**config.mk**
```make
export PLATFORM = sky130hd
export DESIGN_NAME = fifo_wr_gen
export DESIGN_NICKNAME = d
export VERILOG_FILES = /design/src/rtl/fifo_wr_gen.sv
export SDC_FILE = /design/constraint.sdc
export NUM_CORES = 1
export LEC_CHECK = 0
export BUFFER_PORTS_ARGS = -buffer_cell sky130_fd_sc_hd__buf_2
export CORE_ASPECT_RATIO = 2
export CORE_MARGIN = 2
export CORE_UTILIZATION = 45
export CTS_BUF_LIST = sky130_fd_sc_hd__clkbuf_8
export DETAILED_ROUTE_END_ITERATION = 10
export GPL_TIMING_DRIVEN = 0
export PLACE_DENSITY = 0.73
export RECOVER_POWER = 50
export SLEW_MARGIN = 20
export SYNTH_ARGS = -nofsm -noshare
export SYNTH_HDL_FRONTEND = slang
export SYNTH_SLANG_ARGS = --single-unit
export TNS_END_PERCENT = 1
```
**constraint.sdc**
```tcl
create_clock -name wclk -period 4.04 [get_ports wclk]
set_input_delay 0.202 -clock wclk [delete_from_list [all_inputs] [get_ports wclk]]
set_output_delay 0.202 -clock wclk [all_outputs]
set_load 0.1 [all_outputs]
```
**src/rtl/fifo_wr_gen.sv**
```systemverilog
// FIFO write-side traffic generator: bursts of writes separated by idle gaps,
// with incrementing or Galois-LFSR data, stall accounting and a done pulse.
module fifo_wr_gen #(
    parameter int unsigned           DSIZE = 8,
    parameter int unsigned           CNTW  = 16,
    parameter logic [DSIZE-1:0]      POLY  = 8'hB8
) (
    input  logic             wclk,
    input  logic             wrst_n,
    input  logic             start,
    input  logic             abort,
    input  logic [7:0]       burst_len,
    input  logic [7:0]       gap_len,
    input  logic [CNTW-1:0]  total_len,
    input  logic             pattern_sel,
    input  logic [DSIZE-1:0] seed,
    input  logic             wfull,
    output logic             winc,
    output logic [DSIZE-1:0] wdata,
    output logic             busy,
    output logic             done,
    output logic [CNTW-1:0]  wr_cnt,
    output logic [CNTW-1:0]  stall_cnt
);

    typedef enum logic [1:0] {IDLE, BURST, GAP, DONE} state_t;

    state_t           state, state_nxt;
    logic [7:0]       burst_q, gap_q, burst_cnt, gap_cnt;
    logic [CNTW-1:0]  total_q;
    logic             pat_q;

    logic [7:0]       eff_burst;
    logic             last_wr, burst_end, gap_end;
    logic [DSIZE-1:0] wdata_adv;

    assign winc      = (state == BURST) && !wfull;
    assign busy      = (state == BURST) || (state == GAP);
    assign done      = (state == DONE);

    assign eff_burst = (burst_q == 8'd0) ? 8'd1 : burst_q;
    assign last_wr   = (wr_cnt + CNTW'(1)) == total_q;
    assign burst_end = (burst_cnt + 8'd1) == eff_burst;
    assign gap_end   = gap_cnt == (gap_q - 8'd1);
    assign wdata_adv = pat_q ? ((wdata >> 1) ^ (wdata[0] ? POLY : '0))
                             : wdata + DSIZE'(1);

    always_ff @(posedge wclk or negedge wrst_n) begin
        if (!wrst_n) state <= IDLE;
        else         state <= state_nxt;
    end

    // Abort wins over both the done transition and the burst/gap sequencing.
    always_comb begin
        state_nxt = state;
        case (state)
            IDLE:  if (start) state_nxt = (total_len == '0) ? DONE : BURST;
            BURST: begin
                if (abort)
                    state_nxt = IDLE;
                else if (winc) begin
                    if (last_wr)        state_nxt = DONE;
                    else if (burst_end) state_nxt = (gap_q != 8'd0) ? GAP : BURST;
                end
            end
            GAP: begin
                if (abort)        state_nxt = IDLE;
                else if (gap_end) state_nxt = BURST;
            end
            DONE:    state_nxt = IDLE;
            default: state_nxt = IDLE;
        endcase
    end

    // A write accepted in the abort cycle is still counted and advances the data.
    always_ff @(posedge wclk or negedge wrst_n) begin
        if (!wrst_n) begin
            burst_q   <= '0;
            gap_q     <= '0;
            total_q   <= '0;
            pat_q     <= 1'b0;
            burst_cnt <= '0;
            gap_cnt   <= '0;
            wdata     <= '0;
            wr_cnt    <= '0;
            stall_cnt <= '0;
        end else begin
            case (state)
                IDLE: begin
                    if (start) begin
                        burst_q   <= burst_len;
                        gap_q     <= gap_len;
                        total_q   <= total_len;
                        pat_q     <= pattern_sel;
                        burst_cnt <= '0;
                        gap_cnt   <= '0;
                        wr_cnt    <= '0;
                        stall_cnt <= '0;
                        wdata     <= (pattern_sel && seed == '0) ? DSIZE'(1) : seed;
                    end
                end
                BURST: begin
                    gap_cnt <= '0;
                    if (winc) begin
                        wr_cnt    <= wr_cnt + CNTW'(1);
                        wdata     <= wdata_adv;
                        burst_cnt <= burst_end ? 8'd0 : burst_cnt + 8'd1;
                    end else if (stall_cnt != '1) begin
                        stall_cnt <= stall_cnt + CNTW'(1);
                    end
                end
                GAP:     gap_cnt <= gap_cnt + 8'd1;
                default: ;
            endcase
        end
    end

endmodule

```
==> flow_metrics.tcl, run 1 <==
set metrics [dict create \
    outcome "finished with violations" \
    violations "capacitance limit, slew limit" \
    utilization_pct 52.2 \
    via_per_inst 5.81 \
    area_growth_pct 14.2 \
    grt_max_degree 75 \
    finalMaxSlewViolations 75 \
    holdPathStages 2 \
    dieArea_um2 13600 \
    holdWs_ps 40.4 \
    grt_overflow_total 0 \
    crit_arrival_ps 3280 \
    place_hpwl_um 10600 \
    cp-end-kind "flip-flop" \
    hold_class "primary input to flip-flop" \
    setup_viol 0 \
    grt_pass1_wl_um 23900 \
    crit_required_ps 4290 \
    dieWidth_um 83.4 \
    clk_path_buf_depth 2 \
    cts.sinks 91 \
    io_pins 89 \
    finClkSkew_ps 8.03 \
    ys_seq_area_share_pct 40.1 \
    drive_gt1_share_pct 15.6 \
    dp_slack_ps 1030 \
    synth-seq-cells 91 \
    die_h_um 163 \
    crit_fanout 9 \
    max_cap_viol_count 1 \
    synth-edff-count 0 \
    synth_most_common_cell "dfrtp_1" \
    postRouteWirelength_um 14300 \
    avgSynthCellArea_um2 9.44 \
    yosysWarnings 0 \
    p_per_area_nw_per_um2 666 \
    tightest_slew_ps 1830 \
    cts_buffers 9 \
    drc 0 \
    critPathLaunchType "flip-flop" \
    fin_crit_sh_pct 75.2 \
    fin_crit_ps 3040 \
    finalHoldViolCount 0 \
    routedWlPerCell_um 16.6 \
    firstDrtPassIters 4 \
    track_usage_pct 21.7 \
    syn_area_um2 5670 \
    nets 759 \
    rows 58 \
    drt_iter0_drc 321 \
    cts_resized 0 \
    start_util_pct 45.7 \
    cts_tree "yes" \
    grt_pass1_vias 4822 \
    gp_congestion 0.882 \
    htree_levels 3 \
    fin_ws_ps 1000 \
    syn_inst 601 \
    critical_path_class "flip-flop to flip-flop" \
    rsz0062_at_grt "no" \
    peakVddDrop_mv 0.650 \
    core_um2 12400 \
    synth_area_leaders "dfrtp_1 40%, mux2_1 6.4%, xnor2_1 4.6%" \
    synthFlopType "dfrtp_1" \
    portBuffers 88 \
    drtAntennaViolNets 0 \
    clockRootBuffer "clkbuf_8" \
    vias 4978 \
    power.leakage_uw 0.00284 \
    max_freq_ghz 0.329 \
    synthArstFlopShare_pct 100 \
    synth_top_area_share_pct 40.1 \
    fin_tns_setup_ps 0 \
    antenna_cells 0 \
    synth_top_area_cell "dfrtp_1" \
    antenna_found_initial 0 \
    yosys-top-cells-count "91 x dfrtp_1, 55 x nand2_1, 41 x o21ai_1" \
    clk_latency_ps 370 \
    synth_nets 658 \
    maxSlewHeadroom_pct -21.9 \
    ys_types 63 \
    r2r_cells 8 \
    clkTransAtPathRegs_ps 90 \
]
==> final cells by class <==
| cell class | count | area (um2) |
|---|---|---|
| flip-flops and latches | 91 | 2280 |
| fillers | 1166 | 5930 |
| well taps | 150 | 188 |
| inverters | 14 | 52.6 |
| repair buffers | 90 | 428 |
| clock buffers | 12 | 165 |
| clock inverters | 4 | 23.8 |
| plain buffers | 30 | 130 |
| multi-input cells | 466 | 3210 |
==> worst max-delay path, cell delays in order, from the launching register on <==
cell,delay (ps)
dfrtp_1,490
ha_1,400
nand4_4,240
a2111oi_0,420
nor4bb_1,140
a2111oi_2,310
nand4_1,220
a211o_1,370
mux2_1,330
==> power by group <==
part           internal [uW]  switching [uW]
Sequential              1160             292
Clock                    272             323
Combinational            762            1510
==> logic make-up after synthesis <==
group,after synthesis,synth area share (%)
buf+inv,44,3.22
compound gates,131,14.7
mux,53,10.2
xor+xnor,55,8.49
flops,91,40.1
fa+ha+maj,11,2.43
simple gates,216,20.8
==> path summary, 6_finish.rpt <==
check / slack, ps / end / from
min reg2reg: 520 / total_q[12] / total_q[12]
max reg2reg: 1000 / state[0] / wr_cnt[0]
min in group asynchronous: 510 / stall_cnt[5] / wrst_n
min: 40 / burst_q[7] / burst_len[7]
max: 1000 / state[0] / wr_cnt[0]
max in group asynchronous: 1210 / total_q[3] / wrst_n
==> layer usage <==
metal	GRT usage [%]	share of wire (%)	vias to the layer above
met2	35.0	47	144
met4	7.53	1.9	0
met5	0	0	-
met3	3.80	5.1	23
met1	29.3	45	2417
li1	-	-	2394
==> flip-flops by register name, indices dropped and copies added (netlist names) <==
name and cells:
gap_cnt 8, pat_q 1, total_q 16, stall_cnt 16, gap_q 8, state 2, burst_cnt 8, wr_cnt 16
wdata 8, burst_q 8
==> per-stage QoR <==
stage / area [um2] / cells / power [uW]
6_report: 6480 / 857 / 4320
5_1_grt: 6480 / 857 / 4620
2_1_floorplan: 5670 / 601 / 3190
4_1_cts: 6530 / 857 / 4330
3_5_place_dp: 6330 / 840 / 3730
3_3_place_gp: 6300 / 839 / 3650
==> cells in the final DEF (no fill, tap or decap), types with 13 or more instances in the layout <==
master | Yosys | routed
a21oi_1 | 21 | 21
buf_2 | 8 | 74
clkbuf_1 | 17 | 39
dfrtp_1 | 91 | 91
mux2_1 | 32 | 32
mux2i_1 | 15 | 15
nand2_1 | 55 | 55
nand3_1 | 26 | 26
nor2_1 | 29 | 29
nor2b_1 | 13 | 13
nor3_1 | 15 | 15
o21ai_0 | 15 | 15
o21ai_1 | 41 | 41
xnor2_1 | 30 | 30
xor2_1 | 25 | 25
==> repair_timing <==
item                                   CTS  global route
hold buffers                             1             0
buffers inserted                         0             0
endpoints found under the hold margin   89             0
setup endpoints to repair                0             0
No activity file was read; power rests on OpenSTA's default activity.
==> run 2, diff against run 1 <==
--- a/config.mk
+++ b/config.mk
@@ -12,7 +12,7 @@
 export CTS_BUF_LIST = sky130_fd_sc_hd__clkbuf_8
 export DETAILED_ROUTE_END_ITERATION = 10
 export GPL_TIMING_DRIVEN = 0
-export PLACE_DENSITY = 0.73
+export PLACE_DENSITY = 0.75
 export RECOVER_POWER = 50
 export SLEW_MARGIN = 20
 export SYNTH_ARGS = -nofsm -noshare
==> constraint.sdc (replaced) <==
create_clock -name wclk -period 2.75 [get_ports wclk]
set_input_delay 0.1375 -clock wclk [delete_from_list [all_inputs] [get_ports wclk]]
set_output_delay 0.1375 -clock wclk [all_outputs]
set_load 0.1 [all_outputs]
==> run 2 against run 1 <==
The flow still finishes with violations (capacitance limit, slew limit). Critical endpoint unchanged. Clock power up 73%. Clock-buffer cell count down 3. Non-clock buffer count rose by 29. Sequential cell count unchanged. Fmax grew 14%. Clock skew grew 6.0 ps. Register-to-register slack got worse by 920 ps. Critical path type unchanged. Highest routed layer unchanged.
==> flow_metrics.tcl, run 2 (synthesized netlist as in run 1, its figures left out) <==
set metrics [dict create \
    outcome "finished with violations" \
    violations "capacitance limit, slew limit" \
    timing.rr.end "state[0]" \
    rows 58 \
    io_pins 89 \
    seqCellArea_um2 2300 \
    drive_gt1_share_pct 19.0 \
    critical_path_class "flip-flop to flip-flop" \
    dieWidth_um 83.4 \
    drc 0 \
    cts.sinks 91 \
    clk_path_buf_depth 2 \
    critical-path-top-delay-family "compound AO/OA/AOI/OAI gates" \
    r2r_cells 8 \
    crit_arrival_ps 2940 \
    grt_max_degree 61 \
    hold_class "primary input to flip-flop" \
    antenna_cells 0 \
    rsz0062_at_grt "yes" \
    crit_path_max_incr_delay_ps 500 \
    start_util_pct 45.7 \
    max_cap_viol_count 1 \
    via_per_inst 5.78 \
    tightest_slew_ps 1860 \
    setup_viol 0 \
    grt_pass1_vias 5240 \
    clockRootBuffer "clkbuf_8" \
    vias 5118 \
    p_per_area_nw_per_um2 948 \
    maxSlewHeadroom_pct -24.2 \
    most-common-layout-cells "75 x buf_2, 74 x dfrtp_1, 55 x nand2_1" \
    nets 788 \
    path_cells "ha_4 > nand4_4 > a2111oi_2 > nor4bb_1 > a2111oi_2 > nand4_1 > a211o_1 > mux2_1" \
    clkTransAtPathRegs_ps 100 \
    place_area_um2 6360 \
    reg_top3 "stall_cnt: 16 flops, total_q: 16 flops, wr_cnt: 16 flops" \
    routedWlPerCell_um 16.7 \
    drtAntennaViolNets 0 \
    r2r_start "wr_cnt[0]" \
    power.leakage_uw 0.00301 \
    cts_tree "yes" \
    portBuffers 88 \
    finalMaxSlewViolations 32 \
    multi_input_area_um2 3300 \
    die_h_um 163 \
    crit_slowest_cell "dfrtp_4" \
    peakVddDrop_mv 0.968 \
    crit_path_end "state[0]" \
    finalInstanceArea_um2 6940 \
    timing.critical_path.mode_cell "a2111oi_2" \
    cp-end-kind "flip-flop" \
    crit_fanout 8 \
    fillCellCount 1098 \
    fin_crit_sh_pct 97.0 \
    grt_overflow_total 0 \
    place_hpwl_um 10600 \
    max_freq_ghz 0.375 \
    worst-path-stages 8 \
    gp_congestion 0.882 \
    firstDrtPassIters 5 \
    reg2reg_setup_slack_ps 80 \
    track_usage_pct 22.6 \
    grt_pass1_wl_um 25000 \
    finClkSkew_ps 14.1 \
    drt_iter0_drc 255 \
    antenna_found_initial 0 \
    final_common_cell "buf_2" \
    cts_buffers 9 \
    core_um2 12400 \
    postRouteWirelength_um 14800 \
    clk_latency_ps 380 \
    fin_crit_ps 2670 \
    critPathLaunchType "flip-flop" \
    holdWs_ps 13.3 \
    area_growth_pct 22.4 \
    crit_required_ps 3020 \
    critPathBufInv 0 \
    htree_levels 3 \
    finalHoldViolCount 0 \
    dieArea_um2 13600 \
    cp-startpoint "wr_cnt[0]" \
]
## run 2: changes by cell type in the layout (fill, tap and decap cells not counted), moves of 3 or more
cell           delta
dfrtp_2          +15
inv_6             +3
dfrtp_1          -17
clkbuf_8          -3
dlygate4sd3_1    +28
## run 2: layout make-up
cell class / count / share of cell area (%)
multi-input cells: 466 / 47.6
well taps: 150 / 2.70
clock inverters: 7 / 1.42
inverters: 14 / 0.757
flip-flops and latches: 91 / 33.2
clock buffers: 9 / 1.78
repair buffers: 120 / 10.8
plain buffers: 29 / 1.84
## run 2: repair_timing
| item | in CTS | in global routing |
|---|---|---|
| endpoints found under the hold margin | 72 | 0 |
| hold buffers | 29 | 0 |
| setup buffers | 1 | 1 |
| pin swaps | 2 | 3 |
| resized for setup | 4 | 12 |
| endpoints found under the setup margin | 2 | 8 |
## run 2: where the power goes
group	internal, uW	total [uW]	switching (uW)
Sequential	1710	2170	451
Clock	520	1030	512
Combinational	1170	3380	2210
Total	3400	6580	3180
## run 2: worst min path at each step
stage	start	to	slack, ps	depth (start not counted)
after floorplan	wrst_n	burst_cnt[0]	-160	0
after global placement	burst_len[7]	burst_q[7]	350	2
after detailed placement	wrst_n	stall_cnt[3]	50	1
after CTS	total_len[0]	total_q[0]	6	2
after global routing	total_len[2]	total_q[2]	20	2
final	total_len[0]	total_q[0]	10	2
## run 2: per-stage QoR
| step | worst slack, ps | instances | setup TNS (ps) | power, uW | utilization [%] |
|---|---|---|---|---|---|
| floorplan | -115 | 601 | -296 | 4700 | - |
| global placement | -145 | 839 | -285 | 5370 | 51.0 |
| detailed placement | -205 | 840 | -407 | 5480 | 51.3 |
| CTS | 14.9 | 886 | 0 | 6560 | 55.6 |
| global route | -111 | 886 | -223 | 7050 | 55.9 |
| finish | 83.6 | 886 | 0 | 6580 | 55.9 |
## run 2: layer usage
metal / up-vias / global-route usage, % / wire length (um)
met5: - / 0 / 0
met4: 0 / 10.1 / 393
met3: 33 / 2.79 / 719
met2: 157 / 39.2 / 7440
met1: 2477 / 28.0 / 6270
li1: 2451 / - / -
